==> src/rtl/rggen_irq_coalescer.sv <==
// Interrupt coalescer: merges enable/status pairs into one irq line with edge counting,
// count-threshold and timeout coalescing, acknowledge, and a level-OR bypass when threshold is 0.
module rggen_irq_coalescer #(
    parameter int TOTAL_INTERRUPTS = 2,
    parameter int COUNT_WIDTH      = 8,
    parameter int TIMER_WIDTH      = 16
) (
    input  logic                        clk,
    input  logic                        rst_n,
    input  logic [TOTAL_INTERRUPTS-1:0] i_ier,
    input  logic [TOTAL_INTERRUPTS-1:0] i_isr,
    input  logic [COUNT_WIDTH-1:0]      i_threshold,
    input  logic [TIMER_WIDTH-1:0]      i_timeout,
    input  logic                        i_ack,
    output logic                        o_irq,
    output logic [COUNT_WIDTH-1:0]      o_pending_count,
    output logic [1:0]                  o_state
);

    localparam int PW = $clog2(TOTAL_INTERRUPTS + 1);
    localparam int SW = COUNT_WIDTH + 1;

    // o_state encoding: 0 = IDLE, 1 = COLLECT, 2 = ASSERT.
    typedef enum logic [1:0] {
        IDLE    = 2'd0,
        COLLECT = 2'd1,
        ASSERT  = 2'd2
    } state_e;

    state_e                      state;
    state_e                      state_next;
    logic [TOTAL_INTERRUPTS-1:0] active;
    logic [TOTAL_INTERRUPTS-1:0] active_q;
    logic [TOTAL_INTERRUPTS-1:0] rise;
    logic [PW-1:0]               events;
    logic [SW-1:0]               sum;
    logic [COUNT_WIDTH-1:0]      count;
    logic [COUNT_WIDTH-1:0]      count_d;
    logic [COUNT_WIDTH-1:0]      count_sat;
    logic [COUNT_WIDTH-1:0]      count_rise;
    logic [TIMER_WIDTH-1:0]      timer;
    logic [TIMER_WIDTH-1:0]      timer_d;
    logic [TIMER_WIDTH-1:0]      timer_dec;
    logic                        irq_q;
    logic                        irq_d;
    logic                        bypass;
    logic                        timeout_on;

    assign active     = i_ier & i_isr;
    assign rise       = active & ~active_q;
    assign bypass     = (i_threshold == '0);
    assign timeout_on = (i_timeout != '0);

    always_comb begin
        events = '0;
        for (int i = 0; i < TOTAL_INTERRUPTS; i++) begin
            if (rise[i]) begin
                events = events + PW'(1);
            end
        end
    end

    // Counter saturates at all-ones instead of wrapping.
    assign sum        = {1'b0, count} + SW'(events);
    assign count_sat  = sum[COUNT_WIDTH] ? '1 : sum[COUNT_WIDTH-1:0];
    assign count_rise = COUNT_WIDTH'(events);
    assign timer_dec  = (timer == '0) ? '0 : timer - TIMER_WIDTH'(1);

    always_comb begin
        state_next = state;
        count_d    = count;
        timer_d    = timer;
        irq_d      = 1'b0;
        if (bypass) begin
            state_next = IDLE;
            count_d    = '0;
            timer_d    = '0;
            irq_d      = |active;
        end else begin
            case (state)
                IDLE: begin
                    if (rise != '0) begin
                        count_d = count_sat;
                        if (count_sat >= i_threshold) begin
                            state_next = ASSERT;
                        end else begin
                            state_next = COLLECT;
                            timer_d    = i_timeout;
                        end
                    end
                end
                COLLECT: begin
                    count_d = count_sat;
                    if (timeout_on) begin
                        timer_d = timer_dec;
                    end
                    if ((count_sat >= i_threshold) || (timeout_on && timer_dec == '0)) begin
                        state_next = ASSERT;
                    end
                end
                ASSERT: begin
                    count_d = count_sat;
                    // Ack or full retirement restarts counting from this cycle's new edges only.
                    if (i_ack || active == '0) begin
                        count_d = count_rise;
                        if (events == '0) begin
                            state_next = IDLE;
                        end else if (count_rise >= i_threshold) begin
                            state_next = ASSERT;
                        end else begin
                            state_next = COLLECT;
                            timer_d    = i_timeout;
                        end
                    end
                end
                default: begin
                    state_next = IDLE;
                    count_d    = '0;
                end
            endcase
            irq_d = (state_next == ASSERT);
        end
    end

    always_ff @(posedge clk or negedge rst_n) begin
        if (!rst_n) begin
            state    <= IDLE;
            count    <= '0;
            timer    <= '0;
            active_q <= '0;
            irq_q    <= 1'b0;
        end else begin
            state    <= state_next;
            count    <= count_d;
            timer    <= timer_d;
            active_q <= active;
            irq_q    <= irq_d;
        end
    end

    assign o_irq           = irq_q;
    assign o_pending_count = count;
    assign o_state         = state;

endmodule

==> config.mk <==
export PLATFORM = sky130hd
export DESIGN_NAME = rggen_irq_coalescer
export DESIGN_NICKNAME = d
export VERILOG_FILES = /design/src/rtl/rggen_irq_coalescer.sv
export SDC_FILE = /design/constraint.sdc
export NUM_CORES = 1
export LEC_CHECK = 0
export CELL_PAD_IN_SITES_DETAIL_PLACEMENT = 0
export CELL_PAD_IN_SITES_GLOBAL_PLACEMENT = 1
export CORE_MARGIN = 1.5
export CORE_UTILIZATION = 51
export DETAILED_ROUTE_END_ITERATION = 12
export DONT_BUFFER_PORTS = 1
export PLACE_DENSITY_LB_ADDON = 0.1
export SLEW_MARGIN = 20
export SYNTH_ARGS = -nofsm -noshare
export SYNTH_HDL_FRONTEND = slang
export SYNTH_SLANG_ARGS = --single-unit
export TNS_END_PERCENT = 50
==> constraint.sdc <==
create_clock -name clk -period 13.2 [get_ports clk]
set_clock_uncertainty 0.2 [all_clocks]
set_input_delay 1.98 -clock clk [delete_from_list [all_inputs] [get_ports clk]]
set_output_delay 1.98 -clock clk [all_outputs]
set_load 0.05 [all_outputs]
==> impl_metrics.tcl <==
set metrics [dict create \
    finalCriticalPeriod_ns 6.213 \
    tns_ns 0 \
    finalNetCount 366 \
    max_freq_mhz 161.0 \
    criticalPathCategory "in -> reg" \
    wl_per_cell_microns 16.66 \
    finalSetupViolations 0 \
    status "finished, final reports clean" \
    n_antenna_cell 0 \
    coreArea_sq_um 4786 \
    tritoncts "built" \
    path_cells "nand2_1, or2_2, inv_1, ha_1, ha_1, ha_1, a21oi_1, nor2_1, and3_1, and3_1, or2_2, ha_1, nand2_1, o21ai_0, nand4_1, a21oi_1, nand2_1, a21oi_4, mux2_2" \
    clk_pin_slew_ns 0.06 \
    path_max_fanout 27 \
    vias 2282 \
    maxSlewViolCount 0 \
    grt_first_pass_wirelength_mm 10.53 \
    layout-drive-gt1-share_pct 7.571 \
    max_slew_margin_pct 55.02 \
    die-width_microns 73.76 \
    root_buffer "clkbuf_8" \
    place.detailed.hpwl_mm 4.704 \
    die_h_microns 73.76 \
    fin_cells 384 \
    cts_resized 0 \
    setup_ws_ns 6.987 \
    synth-seq-area-share_pct 28.42 \
    worst_path_most_repeated_cell "ha_1" \
    cp-end-kind "flip-flop" \
    dpl.cell_count 376 \
    synth_top_area_cell "dfrtp_1" \
    antenna_found_initial 0 \
    synth_top_area_share_pct 28.42 \
    drcViolationCount 0 \
    drt_iter0_markers 183 \
    power_w 0.0005936 \
    ys_warn_count 0 \
    hold_buffers 0 \
    synth.distinct_cells 56 \
    start_util_pct 53.36 \
    async_flop_share_pct 100.0 \
    dpl_worst_slack_ns 6.371 \
    area_delta_synth_final_pct 6.663 \
    period_share_pct 47.07 \
    gp_congestion 0.8373 \
    leakage_nw 1.226 \
    grt_pass1_vias 2128 \
    grt_max_degree 30 \
    required_ns 13.17 \
    vdd_drop_max_mv 0.1161 \
    r2r_slack_ns 8.37 \
    clkSinkCount 29 \
    final_cell_area_sq_um 2724 \
    yosys-top-cells-area "dfrtp_1 28%, ha_1 9.3%, nand2_1 6.2%, a21oi_1 5.5%, nor2_1 4.1%" \
    worst_ep_arrival_time_ns 6.19 \
    clock_latency_ns 0.29 \
    overflow 0 \
    synthFlopType "dfrtp_1" \
    detail-route-antenna-nets 0 \
    numCtsBuffers 5 \
    syn_avg_cell_area_sq_um 7.980 \
    routed_wl_mm 6.399 \
    track_usage_pct 25.36 \
    rsz0062_at_grt "false" \
    place_area_sq_um 2600 \
    htreeDepth 2 \
    maxCapViolations 0 \
    post-cts-setup-buffer-count 0 \
    synth_edf_count 0 \
    critPathLaunchType "primary input" \
    syn_nets 370 \
    clock_path_buffers 2 \
    synth_common_cells "42 x nand2_1, 29 x dfrtp_1, 28 x a21oi_1, 28 x nor2_1, 19 x ha_1" \
    max_stage_delay_ns 0.58 \
    synthCells 320 \
    vias_per_cell 5.943 \
    cellPowerDensity_nw_per_um2 217.9 \
    worstHoldPathType "reg -> reg" \
    std_cell_rows 25 \
    worst_pin_slew_ns 0.6732 \
    cp_slowest_cell "a21oi_4" \
    portBuffers 0 \
    fillers 476 \
    synth_seq_cells 29 \
    syn_area_sq_um 2554 \
    yosysMostFrequentCell "nand2_1" \
    drt-pass1-iter-count 4 \
    die_area_sq_um 5441 \
    hold_viol 0 \
    io_pins 42 \
]
==> critical path, delay by kind of cell <==
kind / cells / cell delay, ns
AND/OR/NAND/NOR: 9 / 1.55
AO/OA/AOI/OAI: 4 / 1.21
adder cells (fa/ha/maj): 4 / 0.94
multiplexers: 1 / 0.40
buffers and inverters: 1 / 0.08
==> per-stage QoR <==
stage / hold slack [ns] / utilization [%]
after floorplan: 0.3133 / -
after global placement: 0.3474 / 54.33
after detailed placement: 0.3518 / 54.33
after CTS: 0.3673 / 56.76
after global routing: 0.3979 / 56.92
final: 0.3579 / 56.92
==> layout make-up <==
type | instances | area (sq um) | area share [%]
Clock buffer | 7 | 86.33 | 3.170
Clock inverter | 1 | 30.03 | 1.102
Inverter | 20 | 75.07 | 2.756
Multi-Input combinational cell | 259 | 1715 | 62.98
Sequential cell | 29 | 725.7 | 26.64
Tap cell | 67 | 83.83 | 3.078
Timing Repair Buffer | 1 | 7.507 | 0.2756
==> logic make-up (layout without fill, tap and decap cells) <==
group                    after synthesis  count (layout)  synth area share, %
XOR/XNOR                              13              13                4.459
flip-flops                            29              29                28.42
multiplexers                           2               2               0.8329
adder cells (fa/ha/maj)               19              19                9.309
AO/OA/AOI/OAI                         86              86                22.15
AND/OR/NAND/NOR                      139             139                29.99
buffers and inverters                 32              29                4.850
==> layout by cell type, fill, tap and decap left out, drive strengths merged, types with 2 or more instances in the layout <==
cell	instances
nand2	42
dfrtp	29
nor2	29
a21oi	28
ha	19
inv	19
o21ai	18
o31ai	14
and3	10
nor4	9
xor2	7
a22o	7
nor2b	7
nand3	7
clkbuf	7
nor3	7
xnor2	6
nand4	5
nand3b	3
or2	3
nand2b	3
a21o	3
nor3b	3
and2	3
o21a	2
nand4b	2
a211oi	2
o211ai	2
==> per-layer routing <==
metal  up-vias  part of all wire (%)  track usage [%]
met5         -                     0                0
met2        86                    41            36.44
li1       1149                     -                -
met4         0                   1.2            7.407
met3         8                   7.3            5.761
met1      1039                    50            37.55
==> state kept, by name, indices dropped and copies added, names as in the netlist <==
name	flops
active_q	2
o_pending_count	8
o_irq	1
o_state	2
timer	16
==> where the power goes <==
group / switching (W) / internal [W] / leakage [nW] / total [W]
Clock: 0.0000375 / 0.0000615 / 0.0585 / 0.0000990
Sequential: 0.0000800 / 0.000119 / 0.374 / 0.000199
Combinational: 0.000174 / 0.000121 / 0.794 / 0.000295
Total: 0.000292 / 0.000302 / 1.23 / 0.000594
==> path summary, 6_finish.rpt <==
path	from	end	depth (start not counted)
worst max-delay path	i_ier[1]	timer[1]	19
worst min-delay path	timer[3]	timer[3]	2
worst max register to register	active_q[1]	timer[1]	18
worst min register to register	timer[3]	timer[3]	2
max in group asynchronous	rst_n	timer[1]	0
min in group asynchronous	rst_n	o_pending_count[1]	0
(Power assumes the default switching activity.)
